`src/rtl/thread_scheduler_pkg.sv`:
```
// Shared types and helpers for the barrel thread scheduler.
// No logic of its own; constants and the per-thread base PC helper.
// No flow control.
package thread_scheduler_pkg;

  localparam int TID_W       = 2;
  localparam int NUM_THREADS = 4;

  typedef logic [TID_W-1:0] tid_t;

  // FSM encoding kept as plain constants so legacy tools can read it.
  typedef logic [1:0] state_t;
  localparam state_t ST_IDLE  = 2'd0;
  localparam state_t ST_RUN   = 2'd1;
  localparam state_t ST_DRAIN = 2'd2;

  // Each thread owns one quarter of instruction memory.
  function automatic int unsigned thread_base(input int unsigned t, input int unsigned aw);
    return t << (aw - 2);
  endfunction

endpackage

```
`src/rtl/thread_pc_file.sv`:
```
// Per-thread PC register file: base load, redirect, increment (that priority).
// Write lands next cycle; read is combinational by thread id.
// No backpressure; the caller gates the increment.
module thread_pc_file
  import thread_scheduler_pkg::*;
#(
  parameter int AW = 8
) (
  input  logic          clk,
  input  logic          rst,
  input  logic          load_base,
  input  logic          redir_vld,
  input  tid_t          redir_thread,
  input  logic [AW-1:0] redir_pc,
  input  logic          inc_vld,
  input  tid_t          inc_thread,
  input  tid_t          rd_thread,
  output logic [AW-1:0] rd_pc
);

  logic [AW-1:0] base_pc [NUM_THREADS];
  logic [AW-1:0] pc_d    [NUM_THREADS];
  logic [AW-1:0] pc_q    [NUM_THREADS];

  // Next PC per thread: start load beats redirect beats increment.
  always_comb begin
    for (int i = 0; i < NUM_THREADS; i++) begin
      base_pc[i] = AW'(thread_base(i, AW));
      pc_d[i]    = pc_q[i];
      if (load_base) begin
        pc_d[i] = base_pc[i];
      end else if (redir_vld && (redir_thread == TID_W'(i))) begin
        pc_d[i] = redir_pc;
      end else if (inc_vld && (inc_thread == TID_W'(i))) begin
        pc_d[i] = pc_q[i] + AW'(1);
      end
    end
  end

  // PC registers; reset parks every thread at its own base.
  always_ff @(posedge clk) begin
    for (int i = 0; i < NUM_THREADS; i++) begin
      if (rst) pc_q[i] <= base_pc[i];
      else     pc_q[i] <= pc_d[i];
    end
  end

  assign rd_pc = pc_q[rd_thread];

endmodule

```
`src/rtl/thread_scheduler.sv`:
```
// Barrel scheduler: one fetch slot per cycle in strict 4-thread rotation.
// Fetch outputs are combinational from registered slot/PC state (0 cycles).
// stall_i freezes rotation and PC advance; redirect/halt still land.
module thread_scheduler
  import thread_scheduler_pkg::*;
#(
  parameter int INSTMEM_LOG2_DEEP = 8,
  parameter int PIPE_DEPTH        = 5
) (
  input  logic                         CLK,
  input  logic                         RST,
  input  logic                         start_i,
  input  logic [NUM_THREADS-1:0]       thread_en_i,
  input  logic                         stall_i,
  input  logic                         redirect_valid_i,
  input  logic [TID_W-1:0]             redirect_thread_i,
  input  logic [INSTMEM_LOG2_DEEP-1:0] redirect_pc_i,
  input  logic                         halt_valid_i,
  input  logic [TID_W-1:0]             halt_thread_i,
  output logic                         fetch_valid_o,
  output logic [TID_W-1:0]             fetch_thread_o,
  output logic [INSTMEM_LOG2_DEEP-1:0] fetch_pc_o,
  output logic [NUM_THREADS-1:0]       active_o,
  output logic                         busy_o,
  output logic                         done_o
);

  localparam logic [7:0] DRAIN_LAST = 8'(PIPE_DEPTH - 1);

  state_t                 state_q, state_d;
  tid_t                   slot_q, slot_d;
  logic [NUM_THREADS-1:0] active_q, active_d;
  logic [7:0]             drain_cnt_q, drain_cnt_d;
  logic                   load_base;
  logic                   redir_en;
  logic                   drain_last;

  assign drain_last     = (state_q == ST_DRAIN) && (drain_cnt_q == DRAIN_LAST);
  assign fetch_valid_o  = (state_q == ST_RUN) && active_q[slot_q] && !stall_i;
  assign fetch_thread_o = slot_q;
  assign active_o       = active_q;
  assign busy_o         = (state_q != ST_IDLE);
  assign done_o         = drain_last;

  // FSM, slot rotation, active flags and drain countdown.
  always_comb begin
    state_d     = state_q;
    slot_d      = slot_q;
    active_d    = active_q;
    drain_cnt_d = drain_cnt_q;
    load_base   = 1'b0;
    redir_en    = 1'b0;
    case (state_q)
      ST_IDLE: begin
        if (start_i) begin
          load_base   = 1'b1;
          active_d    = thread_en_i;
          slot_d      = '0;
          drain_cnt_d = '0;
          state_d     = (thread_en_i == '0) ? ST_DRAIN : ST_RUN;
        end
      end
      ST_RUN: begin
        // Rotation ignores activity so every thread keeps a fixed 4-cycle cadence.
        if (!stall_i) slot_d = slot_q + TID_W'(1);
        redir_en = redirect_valid_i;
        if (halt_valid_i) active_d[halt_thread_i] = 1'b0;
        if (active_d == '0) begin
          state_d     = ST_DRAIN;
          drain_cnt_d = '0;
        end
      end
      ST_DRAIN: begin
        // Counts wall-clock cycles; stall does not hold the drain.
        if (drain_last) state_d = ST_IDLE;
        else            drain_cnt_d = drain_cnt_q + 8'd1;
      end
      default: state_d = ST_IDLE;
    endcase
  end

  // Control registers.
  always_ff @(posedge CLK) begin
    if (RST) begin
      state_q     <= ST_IDLE;
      slot_q      <= '0;
      active_q    <= '0;
      drain_cnt_q <= '0;
    end else begin
      state_q     <= state_d;
      slot_q      <= slot_d;
      active_q    <= active_d;
      drain_cnt_q <= drain_cnt_d;
    end
  end

  thread_pc_file #(
    .AW(INSTMEM_LOG2_DEEP)
  ) u_pc_file (
    .clk         (CLK),
    .rst         (RST),
    .load_base   (load_base),
    .redir_vld   (redir_en),
    .redir_thread(redirect_thread_i),
    .redir_pc    (redirect_pc_i),
    .inc_vld     (fetch_valid_o),
    .inc_thread  (slot_q),
    .rd_thread   (slot_q),
    .rd_pc       (fetch_pc_o)
  );

endmodule
```
`config.mk`:
```
export PLATFORM = sky130hd
export DESIGN_NAME = thread_scheduler
export DESIGN_NICKNAME = d
export VERILOG_FILES = /design/src/rtl/thread_scheduler_pkg.sv /design/src/rtl/thread_pc_file.sv /design/src/rtl/thread_scheduler.sv
export SDC_FILE = /design/constraint.sdc
export NUM_CORES = 1
export LEC_CHECK = 0
export ABC_CLOCK_PERIOD_IN_PS = 3250
export CAP_MARGIN = 15
export CORE_ASPECT_RATIO = 1.5
export CORE_MARGIN = 2
export CORE_UTILIZATION = 45
export DETAILED_ROUTE_END_ITERATION = 8
export HOLD_SLACK_MARGIN = 0.05
export PLACE_DENSITY = 0.75
export SETUP_SLACK_MARGIN = 0.3
export SYNTH_ARGS = -nofsm -noshare
export SYNTH_HDL_FRONTEND = slang
export SYNTH_HIERARCHICAL = 1
export SYNTH_SLANG_ARGS = --single-unit
```
`constraint.sdc`:
```
create_clock -name CLK -period 3.25 [get_ports CLK]
set_clock_uncertainty 0.05 [all_clocks]
set_input_delay 0.975 -clock CLK [delete_from_list [all_inputs] [get_ports CLK]]
set_output_delay 0.975 -clock CLK [all_outputs]
set_load 0.05 [all_outputs]
```
==> results of run 1 <==
-- final timing paths --
path                                        from                                end  slack [ns]  cells past startpoint
setup / recovery  fetch_thread_o[1]$_SDFFE_PP0P_                  fetch_thread_o[1]        0.38                      2
hold / removal       drain_cnt_q[1]$_SDFFE_PP0P_        drain_cnt_q[1]$_SDFFE_PP0P_        0.47                      2
setup reg to reg  fetch_thread_o[0]$_SDFFE_PP0P_  u_pc_file/pc_q[2][7]$_SDFFE_PP1P_        0.66                      8
hold reg to reg      drain_cnt_q[1]$_SDFFE_PP0P_        drain_cnt_q[1]$_SDFFE_PP0P_        0.47                      2
-- cell type report --
class,instances,share of cell area
inverter,12,0.0129
timing repair buffer,49,0.133
sequential,48,0.277
tap,74,0.0265
clock buffer,6,0.0208
clock inverter,1,0.00143
multi-input combinational,260,0.528
-- per-stage QoR --
stage          hold slack, ns  utilization
5_1_grt                 0.496        0.561
3_3_place_gp            0.451        0.548
2_1_floorplan           0.428            -
3_5_place_dp            0.456        0.548
4_1_cts                 0.474        0.559
6_report                0.474        0.561
-- state kept, by name, indices dropped and copies added (netlist names) --
signal,count
u_pc_file/pc_q,32
fetch_thread_o,2
active_o,4
drain_cnt_q,8
state_q,2
-- cells in the final DEF (no fill, tap or decap), types with 2 or more instances in the layout --
cell,netlist,final
sky130_fd_sc_hd__dfxtp_1,48,45
sky130_fd_sc_hd__a21oi_1,30,30
sky130_fd_sc_hd__nor2_1,29,29
sky130_fd_sc_hd__clkdlybuf4s50_1,0,26
sky130_fd_sc_hd__o21ai_0,25,25
sky130_fd_sc_hd__xnor2_1,20,20
sky130_fd_sc_hd__nand2_1,15,15
sky130_fd_sc_hd__nor3_1,13,13
sky130_fd_sc_hd__inv_1,12,12
sky130_fd_sc_hd__a211oi_1,12,12
sky130_fd_sc_hd__buf_4,0,11
sky130_fd_sc_hd__nand3_1,10,10
sky130_fd_sc_hd__mux4_2,9,9
sky130_fd_sc_hd__dlygate4sd2_1,0,9
sky130_fd_sc_hd__nand4_1,8,8
sky130_fd_sc_hd__nand3b_1,7,7
sky130_fd_sc_hd__xor2_1,7,7
sky130_fd_sc_hd__nor2b_1,6,6
sky130_fd_sc_hd__ha_1,6,6
sky130_fd_sc_hd__or2_2,5,5
sky130_fd_sc_hd__a31oi_1,5,5
sky130_fd_sc_hd__clkbuf_8,0,5
sky130_fd_sc_hd__o211ai_1,4,4
sky130_fd_sc_hd__mux2i_1,4,4
sky130_fd_sc_hd__and2_1,4,3
sky130_fd_sc_hd__nor3b_1,4,3
sky130_fd_sc_hd__or4_1,3,3
sky130_fd_sc_hd__nor3b_2,1,2
sky130_fd_sc_hd__or4b_1,2,2
sky130_fd_sc_hd__nand4bb_1,2,2
sky130_fd_sc_hd__nand2b_1,2,2
sky130_fd_sc_hd__o22ai_1,2,2
sky130_fd_sc_hd__a21o_1,2,2
sky130_fd_sc_hd__a2bb2oi_1,2,2
sky130_fd_sc_hd__o31a_1,2,2
sky130_fd_sc_hd__and3_1,2,2
sky130_fd_sc_hd__dfxtp_2,0,2
sky130_fd_sc_hd__nand4b_1,2,2
-- critical path, stage by stage, from the launching register on --
cell                              delay (ns)
sky130_fd_sc_hd__dfxtp_2                0.45
sky130_fd_sc_hd__buf_4                  0.26
sky130_fd_sc_hd__clkdlybuf4s50_1        0.83
-- layer usage --
metal / wire length, um / vias to the layer above / share of wire / GRT usage
met3: 450 / 25 / 0.060 / 0.0355
met2: 3570 / 110 / 0.47 / 0.368
met1: 3110 / 1260 / 0.41 / 0.257
met4: 398 / 0 / 0.053 / 0.121
li1: - / 1318 / - / -
met5: 0 / - / 0 / 0
-- power by group --
group	internal (W)	switching, W
Sequential	0.000600	0.0000263
Combinational	0.0000918	0.000117
Clock	0.000147	0.000193
-- cell families (layout without fill, tap and decap cells) --
family	after synthesis	after routing	synth area share
fa+ha+maj	6	6	0.0258
buf+inv	29	68	0.0383
xor+xnor	27	27	0.0814
compound gates	93	93	0.204
mux	13	13	0.0835
flops	48	48	0.331
simple gates	121	121	0.237
-- repair_timing --
action                     in CTS  in global routing
gates resized for setup        13                  4
pin swaps                       0                  2
setup endpoints to repair      11                  2
-- synth_stat cells, types with 3 or more instances --
cell type / number
sky130_fd_sc_hd__xnor2_1: 20
sky130_fd_sc_hd__a31oi_1: 5
sky130_fd_sc_hd__a211oi_1: 12
sky130_fd_sc_hd__mux4_2: 9
sky130_fd_sc_hd__or4_1: 3
sky130_fd_sc_hd__nand4_1: 8
sky130_fd_sc_hd__nor3_1: 13
sky130_fd_sc_hd__clkbuf_1: 15
sky130_fd_sc_hd__nor3b_1: 4
sky130_fd_sc_hd__dfxtp_1: 48
sky130_fd_sc_hd__or2_2: 5
sky130_fd_sc_hd__mux2i_1: 4
sky130_fd_sc_hd__and2_1: 4
sky130_fd_sc_hd__xor2_1: 7
sky130_fd_sc_hd__nand3b_1: 7
sky130_fd_sc_hd__nand2_1: 15
sky130_fd_sc_hd__ha_1: 6
sky130_fd_sc_hd__o211ai_1: 4
sky130_fd_sc_hd__inv_1: 12
sky130_fd_sc_hd__nor2_1: 29
sky130_fd_sc_hd__o21ai_0: 25
sky130_fd_sc_hd__nand3_1: 10
sky130_fd_sc_hd__nor2b_1: 6
sky130_fd_sc_hd__a21oi_1: 30
==> results.txt, run 1 <==
main flop type after synthesis: sky130_fd_sc_hd__dfxtp_1
category of the worst setup path launch point: register
First DRT Iteration DRCs: 216
Area contributors post-synth: sky130_fd_sc_hd__dfxtp_1, sky130_fd_sc_hd__mux4_2, sky130_fd_sc_hd__xnor2_1
count of pins over their slew limit: 0
area growth from synthesis to final layout: 20.0%
Yosys reg bits: 48
number of sinks on the clock net: 48
sequential area share after synthesis: 0.331
required time worst endpoint: 2.22 ns
placed cells: 443
Mapped Nets: 365
total number of yosys warnings: 6
vias in the first global route: 2572
height of the chip: 102 um
setup TNS: 0 ns
setup repair after global routing missed its margin: no
final layout net count: 404
pre-CTS setup slack: 0.0901 ns
fraction of layout cells with a size suffix above 1: 0.122
final wirelength: 7.52 mm
placeable core region: 6220 um^2
path class of the lowest-slack min-delay path: reg -> reg
number of remaining DRC errors: 0
maximum vdd drop: 0.000217 V
half-perimeter wire length after placement: 5.60 mm
global-route wire length before repair: 12.3 mm
area share of the largest cell type after synthesis: 0.331
Finish-stage setup viols: 0
antenna violations before repair: 0
slew margin rel.: 0.617
hold buffers post-CTS: 0
Mapped Avg Cell Area: 8.62 um^2
DR WL/cell: 16.7 um
Worst Path Arrival: 1.84 ns
Pre-antenna DRT Iters: 4
Initial Utilization: 0.467
Least-Margin Pin Slew: 0.573 ns
via/cell ratio: 6.03
number of rows created at floorplan: 35
Die Footprint: 7130 um^2
largest net degree at the start of global routing: 22
cell area reported after detailed placement: 3410 um^2
IO Count: 39
antenna-violating nets left: 0
DR vias: 2713
clock tree from TritonCTS: done
async set or reset register ratio after synthesis: 0
number of port buffers: 38
Filler Cells Inserted: 577
Worst Slack Setup Final: 0.383 ns
overall power consumption: 0.00117 W
die extent in x: 69.6 um
LEAKAGE: 1.19 nW
number of hold-slack violations in the final timing report: 0
post-synthesis cell type with the largest combined area: sky130_fd_sc_hd__dfxtp_1
PD cells: 337 nW/um^2
total track usage: 0.215
Non-Filler Instances: 450
clock buffer count from CTS: 5
Worst setup EP type: output port
highest attainable clock frequency: 349 MHz
status: completed
Setup CP Type: reg -> out
synthesized instance count: 337
ratio of final minimum period to clock period: 0.882
area of the mapped netlist: 2910 um^2
post-route cell area: 3490 um^2
final global-route overflow total: 0
count of distinct cell types in the synthesized netlist: 51
buffer levels on the longest clock path: 2
CP Max Fanout: 14
total inserted antenna cells: 0
Post-synth EDFFs: 0
clock-pin transition on the worst setup and hold timing paths: 0.09 ns
CTS Root Buffer Type: sky130_fd_sc_hd__clkbuf_8
Clk Latency, worst-skew pair: 0.30 ns
footprint of the multi-input gates: 1840 um^2
area taken by flip-flops and latches: 967 um^2
RePlAce Congestion: 0.894
MaxCap Viol Count: 0
time the final worst path needs with I/O delays and setup: 2.87 ns
setup bufs post-CTS: 0
CTS H-tree depth: 2
No activity file was read; power rests on OpenSTA's default activity.
==> run 2: changes to the inputs <==
--- a/config.mk
+++ b/config.mk
@@ -13,6 +13,7 @@
 export DETAILED_ROUTE_END_ITERATION = 8
 export HOLD_SLACK_MARGIN = 0.05
 export PLACE_DENSITY = 0.75
+export RECOVER_POWER = 100
 export SETUP_SLACK_MARGIN = 0.3
 export SYNTH_ARGS = -nofsm -noshare
 export SYNTH_HDL_FRONTEND = slang
==> run 2 against run 1 <==
Effect of this change: flip-flop and latch count did not move; combinational power fell by 4%; wire length rose by 0.48%; first-iteration DRC count fell by 15%; critical path type unchanged.
==> results.txt, run 2 (synthesized netlist as in run 1, its figures left out) <==
final layout net count: 404 (unchanged)
Initial Utilization: 0.467 (unchanged)
leading cell types in the layout, fill and taps excluded: sky130_fd_sc_hd__dfxtp_1, sky130_fd_sc_hd__a21oi_1, sky130_fd_sc_hd__nor2_1, sky130_fd_sc_hd__o21ai_0, sky130_fd_sc_hd__xnor2_1 (was sky130_fd_sc_hd__dfxtp_1, sky130_fd_sc_hd__a21oi_1, sky130_fd_sc_hd__nor2_1, sky130_fd_sc_hd__clkdlybuf4s50_1, sky130_fd_sc_hd__o21ai_0)
setup repair after global routing missed its margin: no (unchanged)
max incr delay on CP: 0.55 ns (was 0.83 ns)
maximum vdd drop: 0.000216 V (was 0.000217 V)
vias in the first global route: 2572 (unchanged)
status: completed (unchanged)
number of remaining DRC errors: 0 (unchanged)
placeable core region: 6220 um^2 (unchanged)
CTS H-tree depth: 2 (unchanged)
Least-Margin Pin Slew: 0.937 ns (was 0.573 ns)
hold_ws: 0.477 ns (was 0.474 ns)
clock-pin transition on the worst setup and hold timing paths: 0.09 ns (about the same)
setup TNS: 0 ns (unchanged)
clock buffer count from CTS: 5 (unchanged)
ratio of final minimum period to clock period: 0.917 (was 0.882)
Worst Path Arrival: 1.95 ns (was 1.84 ns)
RePlAce Congestion: 0.894 (unchanged)
area growth from synthesis to final layout: 18.9% (was 20.0%)
clock tree from TritonCTS: done (unchanged)
Clk Latency, worst-skew pair: 0.30 ns (about the same)
cell at the slowest stage of the critical path: sky130_fd_sc_hd__dfxtp_2 (was sky130_fd_sc_hd__clkdlybuf4s50_1)
number of rows created at floorplan: 35 (unchanged)
highest attainable clock frequency: 336 MHz (was 349 MHz)
CP Max Fanout: 16 (was 14)
IO Count: 39 (unchanged)
half-perimeter wire length after placement: 5.60 mm (unchanged)
launching element of the worst setup path: fetch_thread_o[0]$_SDFFE_PP0P_ (was fetch_thread_o[1]$_SDFFE_PP0P_)
via/cell ratio: 5.98 (was 6.03)
required time worst endpoint: 2.22 ns (about the same)
most common library cell in the layout ignoring fill and taps: sky130_fd_sc_hd__dfxtp_1 (unchanged)
count of pins over their slew limit: 0 (unchanged)
series of cell instances along the critical path: clkbuf_2 > mux4_2 > and2_4 > buf_12 (was buf_4 > clkdlybuf4s50_1)
time the final worst path needs with I/O delays and setup: 2.98 ns (was 2.87 ns)
cell area reported after detailed placement: 3410 um^2 (unchanged)
critical register-to-register path startpoint: fetch_thread_o[0]$_SDFFE_PP0P_ (unchanged)
path class of the lowest-slack min-delay path: reg -> reg (unchanged)
DR WL/cell: 16.8 um (was 16.7 um)
final global-route overflow total: 0 (unchanged)
post-route cell area: 3460 um^2 (was 3490 um^2)
antenna-violating nets left: 0 (unchanged)
category of the worst setup path launch point: register (unchanged)
antenna violations before repair: 0 (unchanged)
fraction of layout cells with a size suffix above 1: 0.112 (was 0.122)
number of sinks on the clock net: 48 (unchanged)
total inserted antenna cells: 0 (unchanged)
source of the worst hold timing path: drain_cnt_q[1]$_SDFFE_PP0P_ (unchanged)
number of port buffers: 38 (unchanged)
buffer levels on the longest clock path: 2 (unchanged)
slew margin rel.: 0.375 (was 0.617)
internal reg-to-reg setup slack: 0.49 ns (was 0.66 ns)
CTS Root Buffer Type: sky130_fd_sc_hd__clkbuf_8 (unchanged)
Setup CP Type: reg -> out (unchanged)
Reg with most FFs: u_pc_file/pc_q (unchanged)
Largest register FFs: 32 (unchanged)
height of the chip: 102 um (unchanged)
hold buffers post-CTS: 0 (unchanged)
total track usage: 0.215 (unchanged)
DR vias: 2693 (was 2713)
LEAKAGE: 1.19 nW (about the same)
final wirelength: 7.56 mm (was 7.52 mm)
First DRT Iteration DRCs: 184 (was 216)
global-route wire length before repair: 12.3 mm (unchanged)
PD cells: 336 nW/um^2 (was 337 nW/um^2)
Finish-stage setup viols: 0 (unchanged)
Pre-antenna DRT Iters: 4 (unchanged)
setup bufs post-CTS: 0 (unchanged)
MaxCap Viol Count: 0 (unchanged)
Die Footprint: 7130 um^2 (unchanged)
Worst setup EP type: output port (unchanged)
number of hold-slack violations in the final timing report: 0 (unchanged)
die extent in x: 69.6 um (unchanged)
largest net degree at the start of global routing: 22 (unchanged)
[run 2: cell type report]
| type | instances | area (um^2) |
|---|---|---|
| Clock buffer | 6 | 72.6 |
| Timing Repair Buffer | 49 | 450 |
| Sequential cell | 48 | 965 |
| Inverter | 12 | 45.0 |
| Fill cell | 585 | 2760 |
| Clock inverter | 1 | 5.00 |
| Tap cell | 74 | 92.6 |
| Multi-Input combinational cell | 260 | 1830 |
[run 2: report_power, final]
group	internal [W]	total, W	leakage (nW)	switching, W
registers	0.000601	0.000626	0.389	0.0000259
clock network	0.000147	0.000338	0.0410	0.000191
logic	0.0000853	0.000199	0.759	0.000113
[run 2: worst paths after layout]
check | end | depth (start not counted)
worst min-delay path | drain_cnt_q[1]$_SDFFE_PP0P_ | 2
worst max register to register | u_pc_file/pc_q[2][7]$_SDFFE_PP1P_ | 8
worst max-delay path | fetch_valid_o | 4
worst min register to register | drain_cnt_q[1]$_SDFFE_PP0P_ | 2
[run 2: layer usage]
layer / wire length, um / GRT usage
met1: 3130 / 0.257
met2: 3620 / 0.368
met3: 456 / 0.0355
met4: 344 / 0.121
met5: 0 / 0
[run 2: repair_timing]
action	CTS	global route
hold endpoints to repair	0	0
gates resized for setup	13	4
pin swaps	0	2
setup endpoints to repair	11	2
[run 2: critical path: cells and delay by family (launching register included)]
family / cells / cell delay [ns]
simple gates: 1 / 0.17
buf+inv: 2 / 0.41
flops: 1 / 0.55
mux: 1 / 0.52
[run 2: stage by stage]
step / power (W) / std cells / setup slack (ns) / util
global placement: 0.000845 / 443 / 0.127 / 0.548
floorplan: 0.000764 / 337 / 0.303 / -
detailed placement: 0.000848 / 443 / 0.0901 / 0.548
global route: 0.00122 / 450 / 0.172 / 0.556
finish: 0.00116 / 450 / 0.271 / 0.556
CTS: 0.00118 / 450 / 0.197 / 0.559
==> run 3: changes to the inputs <==
--- a/config.mk
+++ b/config.mk
@@ -5,7 +5,7 @@
 export SDC_FILE = /design/constraint.sdc
 export NUM_CORES = 1
 export LEC_CHECK = 0
-export ABC_CLOCK_PERIOD_IN_PS = 3250
+export ABC_CLOCK_PERIOD_IN_PS = 3700
 export CAP_MARGIN = 15
 export CORE_ASPECT_RATIO = 1.5
 export CORE_MARGIN = 2
@@ -17,5 +17,4 @@
 export SETUP_SLACK_MARGIN = 0.3
 export SYNTH_ARGS = -nofsm -noshare
 export SYNTH_HDL_FRONTEND = slang
-export SYNTH_HIERARCHICAL = 1
 export SYNTH_SLANG_ARGS = --single-unit
==> constraint.sdc (replaced) <==
create_clock -name CLK -period 3.7 [get_ports CLK]
set_clock_uncertainty 0.05 [all_clocks]
set_input_delay 1.11 -clock CLK [delete_from_list [all_inputs] [get_ports CLK]]
set_output_delay 1.11 -clock CLK [all_outputs]
set_load 0.05 [all_outputs]
==> run 3 against run 2 <==
Effect of this change: utilization fell by 0.29 points; first-iteration DRC count down 1.1%; setup slack worse by 0.073 ns; die area grew 4.2%; final cell count rose by 1.1%; largest power group unchanged.
==> results.txt, run 3 <==
switching power: 0.000399 W (was 0.000331 W)
vias in the first global route: 2816 (was 2572)
placeable core region: 6530 um^2 (was 6220 um^2)
CTS Root Buffer Type: sky130_fd_sc_hd__clkbuf_8 (unchanged)
total inserted antenna cells: 0 (unchanged)
Largest register FFs: 32 (unchanged)
cell with the most instances after synthesis: sky130_fd_sc_hd__dfxtp_1 (unchanged)
antenna violations before repair: 0 (unchanged)
hold buffers post-CTS: 0 (unchanged)
Least-Margin Pin Slew: 0.979 ns (was 0.937 ns)
main flop type after synthesis: sky130_fd_sc_hd__dfxtp_1 (unchanged)
area share of the largest cell type after synthesis: 0.330 (was 0.331)
Setup CP Type: in -> out (was reg -> out)
LEAKAGE: 1.33 nW (was 1.19 nW)
Worst setup EP type: output port (unchanged)
final core utilization: 0.553 (was 0.556)
Mapped Avg Cell Area: 9.00 um^2 (was 8.62 um^2)
sequential area share after synthesis: 0.330 (was 0.331)
MaxCap Viol Count: 0 (unchanged)
total number of yosys warnings: 0 (was 6)
Yosys reg bits: 50 (was 48)
most common library cell in the layout ignoring fill and taps: sky130_fd_sc_hd__dfxtp_1 (unchanged)
area growth from synthesis to final layout: 19.1% (was 18.9%)
sequential power share: 0.470 (was 0.539)
Filler Cells Inserted: 600 (was 585)
status: completed (unchanged)
Initial Utilization: 0.465 (was 0.467)
leading cell types in the layout, fill and taps excluded: sky130_fd_sc_hd__dfxtp_1, sky130_fd_sc_hd__nand2_1, sky130_fd_sc_hd__o21ai_0, sky130_fd_sc_hd__nand4_1, sky130_fd_sc_hd__clkdlybuf4s50_1 (was sky130_fd_sc_hd__dfxtp_1, sky130_fd_sc_hd__a21oi_1, sky130_fd_sc_hd__nor2_1, sky130_fd_sc_hd__o21ai_0, sky130_fd_sc_hd__xnor2_1)
Clk Latency, worst-skew pair: 0.31 ns (was 0.30 ns)
die extent in x: 71.0 um (was 69.6 um)
required time worst endpoint: 2.54 ns (was 2.22 ns)
setup TNS: 0 ns (unchanged)
Area contributors post-synth: sky130_fd_sc_hd__dfxtp_1, sky130_fd_sc_hd__mux4_2, sky130_fd_sc_hd__xor2_1 (was sky130_fd_sc_hd__dfxtp_1, sky130_fd_sc_hd__mux4_2, sky130_fd_sc_hd__xnor2_1)
setup repair after global routing missed its margin: yes (was no)
number of rows created at floorplan: 36 (was 35)
PD cells: 349 nW/um^2 (was 336 nW/um^2)
clock-pin transition on the worst setup and hold timing paths: 0.09 ns (about the same)
CTS H-tree depth: 2 (unchanged)
number of sinks on the clock net: 50 (was 48)
half-perimeter wire length after placement: 6.03 mm (was 5.60 mm)
clock buffer count from CTS: 5 (unchanged)
count of distinct cell types in the synthesized netlist: 61 (was 51)
number of remaining DRC errors: 0 (unchanged)
DR vias: 2865 (was 2693)
clock network power share: 0.306 (was 0.291)
global-route wire length before repair: 13.2 mm (was 12.3 mm)
slew margin rel.: 0.343 (was 0.375)
antenna-violating nets left: 0 (unchanged)
number of port buffers: 38 (unchanged)
proportion of power drawn by combinational gates: 0.224 (was 0.171)
maximum vdd drop: 0.000352 V (was 0.000216 V)
clock tree from TritonCTS: done (unchanged)
CP Max Fanout: 5 (was 16)
via/cell ratio: 6.30 (was 5.98)
synthesized instance count: 337 (unchanged)
ratio of final minimum period to clock period: 0.946
fraction of layout cells with a size suffix above 1: 0.0950 (was 0.112)
time the final worst path needs with I/O delays and setup: 3.50 ns
Internal Pwr Total: 0.000861 W (was 0.000833 W)
top cell types by occurrence after synthesis: sky130_fd_sc_hd__dfxtp_1, sky130_fd_sc_hd__nand2_1, sky130_fd_sc_hd__o21ai_0, sky130_fd_sc_hd__nand4_1, sky130_fd_sc_hd__xor2_1 (was sky130_fd_sc_hd__dfxtp_1, sky130_fd_sc_hd__a21oi_1, sky130_fd_sc_hd__nor2_1, sky130_fd_sc_hd__o21ai_0, sky130_fd_sc_hd__xnor2_1)
path class of the lowest-slack min-delay path: reg -> reg (unchanged)
Finish-stage setup viols: 0 (unchanged)
highest attainable clock frequency: 286 MHz
Reg with most FFs: u_pc_file.pc_q (was u_pc_file/pc_q)
height of the chip: 105 um (was 102 um)
switch share: 0.317 (was 0.284)
IO Count: 39 (unchanged)
Pre-antenna DRT Iters: 6 (was 4)
area of the mapped netlist: 3030 um^2 (was 2910 um^2)
Worst Path Arrival: 2.34 ns (was 1.95 ns)
post-synthesis cell type with the largest combined area: sky130_fd_sc_hd__dfxtp_1 (unchanged)
number of hold-slack violations in the final timing report: 0 (unchanged)
First DRT Iteration DRCs: 182 (was 184)
RePlAce Congestion: 0.871 (was 0.894)
largest net degree at the start of global routing: 26 (was 22)
buffer levels on the longest clock path: 2 (unchanged)
Die Footprint: 7430 um^2 (was 7130 um^2)
final global-route overflow total: 0 (unchanged)
category of the worst setup path launch point: input port (was register)
final layout net count: 410 (was 404)
DR WL/cell: 17.6 um (was 16.8 um)
async set or reset register ratio after synthesis: 0 (unchanged)
Mapped Nets: 369 (was 365)
count of pins over their slew limit: 0 (unchanged)
total track usage: 0.218 (was 0.215)
Post-synth EDFFs: 0 (unchanged)
final wirelength: 8.00 mm (was 7.56 mm)
## run 3: cell types whose count changed in the layout (fill, tap and decap cells not counted), sizes merged, moves of 9 or more
cell and change:
nand4 +13, dlygate4sd3 +9, and3 +14, xnor2 -13
dlygate4sd2 -9, nor2 -16, a21oi -14, a211oi -10
nand2 +11, xor2 +10
## run 3: path summary, 6_finish.rpt
path | start | end | slack, ns | cells past startpoint
min | drain_cnt_q[7]$_SDFFE_PP0P_ | drain_cnt_q[7]$_SDFFE_PP0P_ | 0.48 | 2
max reg2reg | state_q[0]$_SDFFE_PP0P_ | u_pc_file.pc_q[2][7]$_SDFFE_PP1P_ | 1.19 | 6
min reg2reg | drain_cnt_q[7]$_SDFFE_PP0P_ | drain_cnt_q[7]$_SDFFE_PP0P_ | 0.48 | 2
max | stall_i | fetch_valid_o | 0.20 | 5
## run 3: power groups by stage
stage | logic (W) | clock network [W] | registers, W
3_5_place_dp | 0.000291 | 0 | 0.000606
2_1_floorplan | 0.000181 | 0 | 0.000606
3_3_place_gp | 0.000287 | 0 | 0.000605
4_1_cts | 0.000293 | 0.000394 | 0.000594
5_1_grt | 0.000307 | 0.000415 | 0.000597
6_report | 0.000282 | 0.000385 | 0.000593
## run 3: cell type report
| cell class | instances | area, um^2 | share of cell area |
|---|---|---|---|
| clock buffers | 5 | 68.8 | 0.0191 |
| multi-input cells | 258 | 1900 | 0.526 |
| repair buffers | 49 | 452 | 0.125 |
| clock inverters | 3 | 40.0 | 0.0111 |
| flip-flops and latches | 50 | 1000 | 0.277 |
| well taps | 76 | 95.1 | 0.0263 |
| inverters | 14 | 52.6 | 0.0145 |
## run 3: worst max-delay path, stage by stage
cell                              delay (ns)
sky130_fd_sc_hd__clkdlybuf4s50_1        0.48
sky130_fd_sc_hd__nor3b_1                0.33
sky130_fd_sc_hd__nand2_2                0.17
sky130_fd_sc_hd__inv_2                  0.12
sky130_fd_sc_hd__buf_12                 0.13
## run 3: repair_timing
item | CTS | global route
gates cloned | 0 | 0
endpoints found under the setup margin | 8 | 2
resized for setup | 2 | 1
buffers inserted | 0 | 3
pin swaps | 1 | 1
## run 3: logic make-up (layout without fill, tap and decap cells)
group	after synthesis	after routing	synth area share
AND/OR/NAND/NOR	127	127	0.247
AO/OA/AOI/OAI	83	83	0.191
flip-flops	50	50	0.330
buffers and inverters	29	71	0.0383
XOR/XNOR	24	24	0.0693
multiplexers	14	14	0.0833
adder cells (fa/ha/maj)	10	10	0.0412
## run 3: layer usage
layer  routed length, um  track usage  up-vias  part of all wire
li1                    -            -     1381                 -
met4                 337        0.111        0             0.042
met1                3150        0.248     1364              0.39
met5                   0            0        -                 0
met2                4120        0.383       96              0.52
met3                 395       0.0386       24             0.049
## run 3: through the flow
step	cell area, um^2	power [W]	hold slack (ns)	instances	setup WS, ns
global placement	3520	0.000892	0.454	444	0.262
floorplan	3030	0.000787	0.430	337	0.627
CTS	3630	0.00128	0.482	452	0.270
global route	3610	0.00132	0.499	455	0.135
finish	3610	0.00126	0.483	455	0.198
detailed placement	3520	0.000897	0.464	444	0.253
